`src/rtl/muldiv_pkg.sv`:
```
// Shared encodings and funct3 decode helpers for the RV32M multiply/divide sequencer.
package muldiv_pkg;

    typedef enum logic [1:0] {
        S_IDLE = 2'b00,
        S_RUN  = 2'b01,
        S_FIX  = 2'b10,
        S_DONE = 2'b11
    } md_state_e;

    localparam logic [2:0] F3_MUL    = 3'b000;
    localparam logic [2:0] F3_MULH   = 3'b001;
    localparam logic [2:0] F3_MULHSU = 3'b010;
    localparam logic [2:0] F3_MULHU  = 3'b011;
    localparam logic [2:0] F3_DIV    = 3'b100;
    localparam logic [2:0] F3_DIVU   = 3'b101;
    localparam logic [2:0] F3_REM    = 3'b110;
    localparam logic [2:0] F3_REMU   = 3'b111;

    function automatic logic is_div(input logic [2:0] f3);
        return f3[2];
    endfunction

    function automatic logic is_signed_a(input logic [2:0] f3);
        return (f3 == F3_MUL) || (f3 == F3_MULH) || (f3 == F3_MULHSU) ||
               (f3 == F3_DIV) || (f3 == F3_REM);
    endfunction

    function automatic logic is_signed_b(input logic [2:0] f3);
        return (f3 == F3_MUL) || (f3 == F3_MULH) || (f3 == F3_DIV) || (f3 == F3_REM);
    endfunction

endpackage

```
`src/rtl/muldiv_if.sv`:
```
// Execute-stage <-> multiply/divide sequencer handshake bundle.
interface muldiv_if #(parameter int XLEN = 32);
    logic            StartE;
    logic [2:0]      funct3E;
    logic [XLEN-1:0] SrcAE;
    logic [XLEN-1:0] SrcBE;
    logic            FlushE;
    logic            StallMD;
    logic            BusyMD;
    logic            DoneMD;
    logic [XLEN-1:0] ResultMD;

    modport master (
        output StartE, funct3E, SrcAE, SrcBE, FlushE,
        input  StallMD, BusyMD, DoneMD, ResultMD
    );

    modport slave (
        input  StartE, funct3E, SrcAE, SrcBE, FlushE,
        output StallMD, BusyMD, DoneMD, ResultMD
    );
endinterface

```
`src/rtl/muldiv_step.sv`:
```
// One iteration: shift-add for multiply, restoring shift/subtract for divide.
module muldiv_step #(parameter int XLEN = 32) (
    input  logic            is_div_i,
    input  logic [XLEN-1:0] hi_i,
    input  logic [XLEN-1:0] lo_i,
    input  logic [XLEN-1:0] b_i,
    output logic [XLEN-1:0] hi_o,
    output logic [XLEN-1:0] lo_o
);
    logic [XLEN:0]   sum;
    logic [XLEN:0]   shifted;
    logic [XLEN-1:0] diff;
    logic            borrow;

    always_comb begin
        sum     = {1'b0, hi_i} + (lo_i[0] ? {1'b0, b_i} : '0);
        shifted = {hi_i, lo_i[XLEN-1]};
        borrow  = shifted < {1'b0, b_i};
        // Without a borrow the true difference is below b, so the low bits are exact.
        diff    = shifted[XLEN-1:0] - b_i;
        if (is_div_i) begin
            hi_o = borrow ? shifted[XLEN-1:0] : diff;
            lo_o = {lo_i[XLEN-2:0], ~borrow};
        end else begin
            hi_o = sum[XLEN:1];
            lo_o = {sum[0], lo_i[XLEN-1:1]};
        end
    end
endmodule

```
`src/rtl/muldiv_sequencer.sv`:
```
// Multi-cycle RV32M MUL/DIV/REM controller; stalls IF/ID/EX while iterating on magnitudes.
module muldiv_sequencer
    import muldiv_pkg::*;
#(
    parameter int XLEN = 32
) (
    input logic     clk,
    input logic     rst,
    muldiv_if.slave md
);
    localparam int CW = $clog2(XLEN);

    md_state_e       state_q, state_d;
    logic [CW-1:0]   count_q, count_d;
    logic [XLEN-1:0] hi_q, hi_d, lo_q, lo_d, b_q, b_d, res_q, res_d;
    logic [2:0]      f3_q, f3_d;
    logic            negp_q, negp_d, nega_q, nega_d, spc_q, spc_d;

    logic            accept, a_neg, b_neg, div_zero, div_ovf;
    logic [XLEN-1:0] a_mag, b_mag, step_hi, step_lo;
    logic [2*XLEN-1:0] prod, prod_fix;
    logic [XLEN-1:0] quo_fix, rem_fix, fix_res;

    assign accept   = md.StartE & ~md.FlushE;
    assign a_neg    = is_signed_a(md.funct3E) & md.SrcAE[XLEN-1];
    assign b_neg    = is_signed_b(md.funct3E) & md.SrcBE[XLEN-1];
    assign a_mag    = a_neg ? -md.SrcAE : md.SrcAE;
    assign b_mag    = b_neg ? -md.SrcBE : md.SrcBE;
    assign div_zero = (md.SrcBE == '0);
    assign div_ovf  = is_signed_a(md.funct3E) & (md.SrcAE == {1'b1, {(XLEN-1){1'b0}}}) &
                      (md.SrcBE == '1);

    muldiv_step #(.XLEN(XLEN)) u_step (
        .is_div_i (is_div(f3_q)),
        .hi_i     (hi_q),
        .lo_i     (lo_q),
        .b_i      (b_q),
        .hi_o     (step_hi),
        .lo_o     (step_lo)
    );

    // Sign fix-up: product sign for MUL*, quotient sign for DIV, dividend sign for REM.
    assign prod     = {hi_q, lo_q};
    assign prod_fix = negp_q ? -prod : prod;
    assign quo_fix  = negp_q ? -lo_q : lo_q;
    assign rem_fix  = nega_q ? -hi_q : hi_q;

    always_comb begin
        fix_res = '0;
        if (spc_q) begin
            fix_res = lo_q;
        end else begin
            case (f3_q)
                F3_MUL:                      fix_res = prod_fix[XLEN-1:0];
                F3_MULH, F3_MULHSU, F3_MULHU: fix_res = prod_fix[2*XLEN-1:XLEN];
                F3_DIV, F3_DIVU:             fix_res = quo_fix;
                default:                     fix_res = rem_fix;
            endcase
        end
    end

    always_comb begin
        state_d = state_q;
        count_d = count_q;
        hi_d    = hi_q;
        lo_d    = lo_q;
        b_d     = b_q;
        f3_d    = f3_q;
        negp_d  = negp_q;
        nega_d  = nega_q;
        spc_d   = spc_q;
        res_d   = res_q;
        case (state_q)
            S_IDLE: begin
                if (accept) begin
                    f3_d    = md.funct3E;
                    count_d = '0;
                    negp_d  = a_neg ^ b_neg;
                    nega_d  = a_neg;
                    hi_d    = '0;
                    spc_d   = 1'b0;
                    state_d = S_RUN;
                    if (is_div(md.funct3E)) begin
                        lo_d = a_mag;
                        b_d  = b_mag;
                        // Divide-by-zero and signed overflow skip RUN; FIX just publishes lo.
                        if (div_zero || div_ovf) begin
                            spc_d   = 1'b1;
                            state_d = S_FIX;
                            if (md.funct3E[1])
                                lo_d = div_zero ? md.SrcAE : '0;
                            else
                                lo_d = div_zero ? '1 : md.SrcAE;
                        end
                    end else begin
                        lo_d = b_mag;
                        b_d  = a_mag;
                    end
                end
            end
            S_RUN: begin
                if (md.FlushE) begin
                    state_d = S_IDLE;
                end else begin
                    hi_d    = step_hi;
                    lo_d    = step_lo;
                    count_d = count_q + CW'(1);
                    if (count_q == CW'(XLEN-1))
                        state_d = S_FIX;
                end
            end
            S_FIX: begin
                if (md.FlushE) begin
                    state_d = S_IDLE;
                end else begin
                    res_d   = fix_res;
                    state_d = S_DONE;
                end
            end
            default: state_d = S_IDLE;
        endcase
    end

    always_ff @(posedge clk) begin
        if (rst) begin
            state_q <= S_IDLE;
            count_q <= '0;
            hi_q    <= '0;
            lo_q    <= '0;
            b_q     <= '0;
            f3_q    <= '0;
            negp_q  <= 1'b0;
            nega_q  <= 1'b0;
            spc_q   <= 1'b0;
            res_q   <= '0;
        end else begin
            state_q <= state_d;
            count_q <= count_d;
            hi_q    <= hi_d;
            lo_q    <= lo_d;
            b_q     <= b_d;
            f3_q    <= f3_d;
            negp_q  <= negp_d;
            nega_q  <= nega_d;
            spc_q   <= spc_d;
            res_q   <= res_d;
        end
    end

    assign md.StallMD  = ((state_q == S_IDLE) && accept) || (state_q == S_RUN) ||
                         (state_q == S_FIX);
    assign md.BusyMD   = (state_q != S_IDLE);
    assign md.DoneMD   = (state_q == S_DONE);
    assign md.ResultMD = res_q;
endmodule
```
`src/flat_wrapper.sv`:
```
// flat-port wrapper written by rule: the top's interface ports become plain ports
module muldiv_sequencer_flat import muldiv_pkg::*;
#(
    parameter int XLEN = 32
)
  (clk, rst, md_StartE, md_funct3E, md_SrcAE, md_SrcBE, md_FlushE, md_StallMD, md_BusyMD, md_DoneMD, md_ResultMD);
  muldiv_if #(.XLEN(XLEN)) md_i ();
  input logic clk;
  input logic rst;
  input wire logic [$bits(md_i.StartE)-1:0] md_StartE;
  input wire logic [$bits(md_i.funct3E)-1:0] md_funct3E;
  input wire logic [$bits(md_i.SrcAE)-1:0] md_SrcAE;
  input wire logic [$bits(md_i.SrcBE)-1:0] md_SrcBE;
  input wire logic [$bits(md_i.FlushE)-1:0] md_FlushE;
  output wire logic [$bits(md_i.StallMD)-1:0] md_StallMD;
  output wire logic [$bits(md_i.BusyMD)-1:0] md_BusyMD;
  output wire logic [$bits(md_i.DoneMD)-1:0] md_DoneMD;
  output wire logic [$bits(md_i.ResultMD)-1:0] md_ResultMD;
  assign md_i.StartE = md_StartE;
  assign md_i.funct3E = md_funct3E;
  assign md_i.SrcAE = md_SrcAE;
  assign md_i.SrcBE = md_SrcBE;
  assign md_i.FlushE = md_FlushE;
  assign md_StallMD = md_i.StallMD;
  assign md_BusyMD = md_i.BusyMD;
  assign md_DoneMD = md_i.DoneMD;
  assign md_ResultMD = md_i.ResultMD;
  muldiv_sequencer #(.XLEN(XLEN)) u_core (.clk(clk), .rst(rst), .md(md_i));
endmodule
```
`config.mk`:
```
export PLATFORM = sky130hd
export DESIGN_NAME = muldiv_sequencer_flat
export DESIGN_NICKNAME = d
export VERILOG_FILES = /design/src/rtl/muldiv_pkg.sv /design/src/rtl/muldiv_if.sv /design/src/rtl/muldiv_step.sv /design/src/rtl/muldiv_sequencer.sv /design/src/flat_wrapper.sv
export SDC_FILE = /design/constraint.sdc
export NUM_CORES = 1
export LEC_CHECK = 0
export CORE_ASPECT_RATIO = 1.1
export CORE_MARGIN = 3
export CORE_UTILIZATION = 25
export CTS_CLUSTER_SIZE = 25
export DETAILED_ROUTE_END_ITERATION = 10
export GPL_ROUTABILITY_DRIVEN = 0
export HOLD_SLACK_MARGIN = 0.02
export SYNTH_ARGS = -nofsm -noshare
export SYNTH_HDL_FRONTEND = slang
export SYNTH_SLANG_ARGS = --single-unit
```
`constraint.sdc`:
```
create_clock -name clk -period 4.3 [get_ports clk]
set_input_delay 0.645 -clock clk [delete_from_list [all_inputs] [get_ports clk]]
set_output_delay 0.645 -clock clk [all_outputs]
set_load 0.005 [all_outputs]
```
* Yosys cells after proc, flatten, opt, wreduce, memory -nomap -nowiden
Index checks and enable logic that the tools add are counted.
Storage, ports and cells: register bits 141, output and inout bits 35, input port bits 71, word-level logic and storage cells 102
Operators by class: eq/ne operators 18, muxes and demuxes 35, bitwise logic cells 8, reductions and logical operators 22, $add $sub $neg 8, magnitude comparators 1
Operator list (count):
- two-way mux 32 bit | 19
- negation 32 bit | 4
- one-hot mux 32 bit (2 select lines) | 2
- one-hot mux 32 bit (3 select lines) | 1
- == test 32 bit, second input constant | 2
- two-way mux 64 bit | 1
- negation 64 bit | 1
- adder 32 x 33 -> 33 bit | 1
- less-than comparator 33 x 32 -> 1 bit | 1
- logical NOT 32 bit | 1
- subtractor 32 bit | 1
- == test 3 bit, second input constant | 4
- two-way mux 2 bit | 6
- two-way mux 5 bit | 2
- one-hot mux 5 bit (2 select lines) | 1
- == test 3 x 2 -> 1 bit, second input constant | 3
- logical OR 1 bit | 9
- == test 3 x 1 -> 1 bit, second input constant | 2
- logical NOT 3 bit | 2
- one-hot mux 2 bit (3 select lines) | 1
- AND reduction 2 bit | 3
- adder 5 x 1 -> 5 bit, second input constant | 1
- bitwise AND 1 bit | 5
- == test 5 bit, second input constant | 1
- 14 further kinds | 18

* Depth between registers and ports, before layout
Gate-level depths: netlist of the first run.
depth after elaboration 12, depth in mapped cells 14, mapped depth without buffers 13

* Hierarchy
A second synthesis of the first run with hierarchy kept.
Second synthesis, totals: cell total of the unflattened synthesis 2287, area, all modules 16035.4 µm²
Modules (own cells, without submodules):
- muldiv_sequencer | cells each 1586, area an instance 11259.5 µm², times used 1
- muldiv_step | cells each 701, area an instance 4775.8 µm², times used 1

* Least setup slack after synthesis of the first run
No wires, ideal clock.
path kind flip-flop to flip-flop, start reg u_core.b_q[18], end reg u_core.hi_q[21], stages on the path, launching flop included 15, data arrival time 3193 ps, slack 977 ps, period minus slack after synthesis 3323 ps, setup time 130 ps, cells stage by stage dfxtp_1 -> inv_1 -> ha_1 -> clkbuf_1 -> a211oi_1 -> nor2_1 -> or3b_1 -> a221oi_1 -> o21ai_0 -> o311ai_2 -> nand2_1 -> buf_4 -> buf_2 -> mux2i_1 -> o22ai_1
On the way: cells in the longest elaborated chain, start to end 5
RTL lines:
- from (decl) | line muldiv_sequencer.sv:15 | logic [XLEN-1:0] hi_q, hi_d, lo_q, lo_d, b_q, b_d, res_q, res_d;
- from (signal assigned) | line muldiv_sequencer.sv:130 | b_q <= '0;
- from (signal assigned) | line muldiv_sequencer.sv:141 | b_q <= b_d;
- two-way mux 32 bit, or another cell as far along | line muldiv_step.sv:16 | sum = {1'b0, hi_i} + (lo_i[0] ? {1'b0, b_i} : '0);
- adder 32 x 33 -> 33 bit or two-way mux 32 bit (tied branches) | line muldiv_step.sv:16, muldiv_step.sv:22
- two-way mux 32 bit * | line muldiv_step.sv:21 | if (is_div_i) begin
- two-way mux 32 bit * | line muldiv_sequencer.sv:102 | if (md.FlushE) begin
- one-hot mux 32 bit (2 select lines) * | line muldiv_sequencer.sv:73 | case (state_q)
- to (signal assigned) | line muldiv_sequencer.sv:139 | hi_q <= hi_d;
- to (decl) | line muldiv_sequencer.sv:15
Mark *: on every way between the ends. The rest lies on a longest branch, timed or not. The select of a mux whose other input is x is not followed. A chain may end at the register's enable or synchronous reset.

* Final worst setup path of the first run
start reg u_core.lo_q[0], end reg u_core.hi_q[29]
On the way: cells in the longest elaborated chain, start to end 5
RTL lines:
- from (decl) | line muldiv_sequencer.sv:15
- from (signal assigned) | line muldiv_sequencer.sv:140 | lo_q <= lo_d;
- two-way mux 32 bit | line muldiv_step.sv:16
- adder 32 x 33 -> 33 bit | line muldiv_step.sv:16
- two-way mux 32 bit | line muldiv_step.sv:21
- two-way mux 32 bit | line muldiv_sequencer.sv:102
- one-hot mux 32 bit (2 select lines) | line muldiv_sequencer.sv:73
No other way between the ends. The select of a mux whose other input is x is not followed.

==> qor.log, run 1 <==
qor: pwr.ir_drop 0.000250 V
qor: cts.cts.repair_timing.setup_buffer_count 0
qor: hold_path.timing.hold.worst.class flip-flop to flip-flop
qor: routing.route.antenna.remaining_nets 0
qor: setup_path.worstSetupPathType flip-flop to flip-flop
qor: floorplan.core_area 57900 um2
qor: cts.worst_skew_pair.late_latency 0.45 ns
qor: routing.top_layer met4
qor: sta.min_period 3.96 ns
qor: routing.drtPass1Iterations 6
qor: sta.rsz0062_at_grt no
qor: routing.wl_met2 26800 um
qor: placement.place.detailed.hpwl 46700 um
qor: cts.tritoncts.num_buffers 17
qor: routing.routed-via-count 16820
qor: setup_path.worst_ep_required_time 4.65 ns
qor: routing.route.detailed.vias_per_inst 5.80
qor: cts.clkSlewWorstSetupHoldPaths 0.07 ns
qor: routing.routed_wl 60800 um
qor: cts.cts_tree yes
qor: cts.ctsHoldBuffers 0
qor: synthesis.synth.largest_area_cell dfxtp_1
qor: sta.fin_skew 0.0168 ns
qor: status.run_status finished, final reports clean
qor: finish.num-nets-final 2278
qor: sta.timing.final.setup_violations 0
qor: setup_path.worstReg2RegStart u_core.lo_q[0]$_SDFFE_PP0P_
qor: routing.wl_met1 24900 um
qor: global_route.gr-total-overflow 0
qor: global_route.grt_pass1_vias 15727
qor: setup_path.timing.critical_path.fanout_max 13
qor: synthesis.synth_async_sr_flop_share 0
qor: synthesis.synth_warnings 0
qor: setup_path.crit_chain inv_1 > nor2_1 > ha_1 > nand2_1 > a211oi_1 > buf_4 > o21bai_1 > a21o_1 > a211oi_1 > o21ai_0 > a311oi_2 > buf_4 > mux2_2 > o31ai_1
qor: finish.layoutNonFillerInstCount 2899
qor: run.max_cap_violations 0
qor: sta.slew_headroom 0.238
qor: finish.final_layout_size_suffix_gt1_frac 0.0680
qor: setup_path.critical_path.slowest_cell inv_1
qor: global_route.antenna_found_initial 1
qor: floorplan.die_height 261 um
qor: floorplan.die_w 238 um
qor: synthesis.postSynthAreaPerCell 7.04 um2
qor: floorplan.core.rowCount 92
qor: sta.worst_pin_slew 1.14 ns
qor: finish.layout.filler_cells 6264
qor: setup_path.timing.critical_path.max_delay_family compound AO/OA/AOI/OAI gates
qor: synthesis.ys.flop_type dfxtp_1
qor: setup_path.cp-end-kind flip-flop
qor: synthesis.synth-edff-count 0
qor: sta.layout_worst_path_cycle_share 0.921
qor: sta.fin_tns_setup 0 ns
qor: synthesis.syn_nets 2245
qor: floorplan.ios 106
qor: pwr.power.leakage 6.35 nW
qor: finish.utilization 0.299
qor: routing.drt_iter0_drc 1897
qor: routing.routed_length_on_met3 5600 um
qor: finish.synthToLayoutAreaGrowth 17.2%
qor: cts.htree_levels 4
qor: setup_path.timing.critical_path.slowest_cell_delay 0.41 ns
qor: synthesis.postSynthRegisterBits 141
qor: synthesis.synth_seq_area_share 0.191
qor: floorplan.die_area 62100 um2
qor: sta.maximum_operating_frequency 252 MHz
qor: placement.total_instance_count_after_detailed_placement 2867
qor: setup_path.startpoint_types flip-flop
qor: setup_path.path_buf_inv 3
qor: hold_path.hold_depth 2
qor: hold_path.worstHoldStart u_core.md.ResultMD[13]$_SDFFE_PP0P_
qor: cts.ctsRootBufferMaster clkbuf_16
qor: routing.drcViolationCount 0
qor: synthesis.synth.cell_area 14800 um2
qor: synthesis.synth.top_cell.area_share 0.191
qor: pwr.report.power.total 4.44 mW
qor: cts.count_of_instances_resized_after_the_clock_tree_is_built 0
qor: pwr.power-per-cell-area 256 nW/um2
qor: floorplan.initial_utilization 0.255
qor: hold_path.whs_endpoint u_core.md.ResultMD[13]$_SDFFE_PP0P_
qor: setup_path.timing.critical_path.arrival 4.31 ns
qor: sta.count_of_final_hold_check_violations 0
qor: cts.cts-root-to-sink-buffers 2
qor: finish.number_of_antenna_cells_inserted 0
qor: global_route.grt_util_all_layers 0.190
qor: routing.routed_wire_length_per_instance 21.0 um
qor: synthesis.syn-instance-count 2101
qor: global_route.grt_first_pass_wirelength 92900 um
qor: sta.slew_viol_final 0
qor: cts.clock-sinks 141
qor: setup_path.rr_endpoint u_core.hi_q[29]$_SDFFE_PP0P_
qor: placement.place.port_buffers 105
qor: global_route.largest_net_degree_at_the_start_of_global_routing 65
qor: synthesis.post_synth_main_area_contributors dfxtp_1 19%, a21oi_1 6.6%, o21ai_0 6.4%, ha_1 6.0%, xnor2_1 5.2%
qor: setup_path.timing.reg2reg.setup_slack 0.34 ns
qor: synthesis.ys_types 86
qor: setup_path.worst-r2r-cell-count 14
==> worst reg2reg max path, delay by kind of cell (launching register included) <==
kind	cells	cell delay (ns)
multiplexers	1	0.32
buffers and inverters	3	0.78
flip-flops	1	0.33
adder cells (fa/ha/maj)	1	0.38
AO/OA/AOI/OAI	7	1.80
AND/OR/NAND/NOR	2	0.25
==> cells in the mapped netlist, types with 7 or more instances <==
cell / instances
nand2_1: 205
a21oi_1: 196
o21ai_0: 189
nor2_1: 175
clkbuf_1: 149
dfxtp_1: 141
xnor2_1: 88
xor2_1: 81
ha_1: 71
inv_1: 64
nor3_1: 64
nand3_1: 59
mux2i_1: 56
a21o_1: 39
a211oi_1: 34
nand2b_1: 34
o211ai_1: 33
a31oi_1: 29
o31ai_1: 27
a311oi_1: 25
nand4_1: 25
or3_1: 25
or4_1: 21
nor4_1: 18
o221ai_1: 18
a22oi_1: 17
o21a_1: 15
and2_1: 13
and3_1: 11
nor2b_1: 11
o21bai_1: 11
a221oi_1: 10
o41ai_1: 10
nand3b_1: 9
or2_2: 9
a21boi_0: 7
buf_2: 7
o2111ai_1: 7
o22ai_1: 7
==> cell families after synthesis <==
| logic type | count (synthesis) | share of synthesized area |
|---|---|---|
| mux | 57 | 0.0387 |
| compound gates | 718 | 0.308 |
| xor+xnor | 169 | 0.100 |
| flops | 141 | 0.191 |
| simple gates | 714 | 0.239 |
| fa+ha+maj | 73 | 0.0628 |
| buf+inv | 229 | 0.0597 |
==> per-layer routing <==
| layer | vias to the layer above | track usage |
|---|---|---|
| met4 | 0 | 0.109 |
| met1 | 7947 | 0.241 |
| li1 | 7783 | - |
| met2 | 904 | 0.300 |
| met3 | 186 | 0.0388 |
| met5 | - | 0 |
==> area by class of cell <==
class	instances	area, um2	area share
Clock inverter	12	183	0.0105
Tap cell	752	941	0.0543
Sequential cell	141	2830	0.163
Inverter	65	244	0.0141
Timing Repair Buffer	178	1590	0.0918
Clock buffer	20	447	0.0258
Multi-Input combinational cell	1731	11100	0.640
==> state kept, by name, indices dropped and copies added, names as in the netlist <==
name and cells:
u_core.hi_q 32, u_core.nega_q 1, u_core.lo_q 32, u_core.state_q 2, u_core.md.ResultMD 32, u_core.b_q 32, u_core.count_q 5, u_core.negp_q 1
u_core.spc_q 1, u_core.f3_q 3
==> placed cells by master, fill, tap and decap left out, types with 21 or more instances in the layout <==
cell type	count
a211oi_1	34
xnor2_1	88
mux2i_1	56
a21o_1	39
nand4_1	25
ha_1	71
a21oi_1	196
o21ai_0	189
or4_1	21
a31oi_1	29
nor2_1	175
nand2_1	204
nand2b_1	34
nand3_1	59
o31ai_1	27
nor3_1	64
xor2_1	81
or3_1	25
clkdlybuf4s50_1	103
dfxtp_1	138
a311oi_1	24
o211ai_1	33
inv_1	64
buf_4	74
==> worst max-delay path by stage <==
| stage | end | start | slack, ns | cells after the start |
|---|---|---|---|---|
| after detailed placement | u_core.lo_q[10]$_SDFFE_PP0P_ | md_SrcBE[0] | 0.23 | 12 |
| after floorplan | u_core.hi_q[21]$_SDFFE_PP0P_ | u_core.b_q[18]$_SDFFE_PP0P_ | 0.98 | 14 |
| after global routing | u_core.hi_q[29]$_SDFFE_PP0P_ | u_core.b_q[0]$_SDFFE_PP0P_ | 0.02 | 15 |
| final | u_core.hi_q[29]$_SDFFE_PP0P_ | u_core.lo_q[0]$_SDFFE_PP0P_ | 0.34 | 14 |
| after global placement | u_core.lo_q[10]$_SDFFE_PP0P_ | md_SrcBE[0] | 0.28 | 12 |
| after CTS | u_core.hi_q[29]$_SDFFE_PP0P_ | u_core.b_q[0]$_SDFFE_PP0P_ | 0.25 | 15 |
==> where the power goes <==
group | switching (mW) | internal (mW) | leakage, nW
sequential | 0.0927 | 1.36 | 1.15
clock | 0.656 | 0.994 | 0.298
combinational | 0.842 | 0.499 | 4.91
total | 1.59 | 2.85 | 6.35
==> stage by stage <==
| stage | area [um2] | worst slack [ns] | hold WS (ns) |
|---|---|---|---|
| 2_1_floorplan | 14800 | 0.977 | 0.432 |
| 3_3_place_gp | 16700 | 0.275 | 0.441 |
| 3_5_place_dp | 16700 | 0.233 | 0.445 |
| 4_1_cts | 17300 | 0.251 | 0.453 |
| 5_1_grt | 17300 | 0.0222 | 0.473 |
| 6_report | 17300 | 0.339 | 0.449 |
No activity file was read; power rests on OpenSTA's default activity.
==> inputs of run 2 (changes only) <==
--- a/config.mk
+++ b/config.mk
@@ -15,3 +15,4 @@
 export SYNTH_ARGS = -nofsm -noshare
 export SYNTH_HDL_FRONTEND = slang
 export SYNTH_SLANG_ARGS = --single-unit
+export TNS_END_PERCENT = 1
==> results of run 2 <==
Final layout, timing and power as in run 1 (identical DEF).
==> inputs of run 3 (changes only) <==
--- a/config.mk
+++ b/config.mk
@@ -5,6 +5,7 @@
 export SDC_FILE = /design/constraint.sdc
 export NUM_CORES = 1
 export LEC_CHECK = 0
+export ABC_CLOCK_PERIOD_IN_PS = 4300
 export CORE_ASPECT_RATIO = 1.1
 export CORE_MARGIN = 3
 export CORE_UTILIZATION = 25
@@ -12,6 +13,7 @@
 export DETAILED_ROUTE_END_ITERATION = 10
 export GPL_ROUTABILITY_DRIVEN = 0
 export HOLD_SLACK_MARGIN = 0.02
+export SKIP_CTS_REPAIR_TIMING = 1
 export SYNTH_ARGS = -nofsm -noshare
 export SYNTH_HDL_FRONTEND = slang
 export SYNTH_SLANG_ARGS = --single-unit
==> results of run 3 <==
Final layout, timing and power as in run 1 (identical DEF).
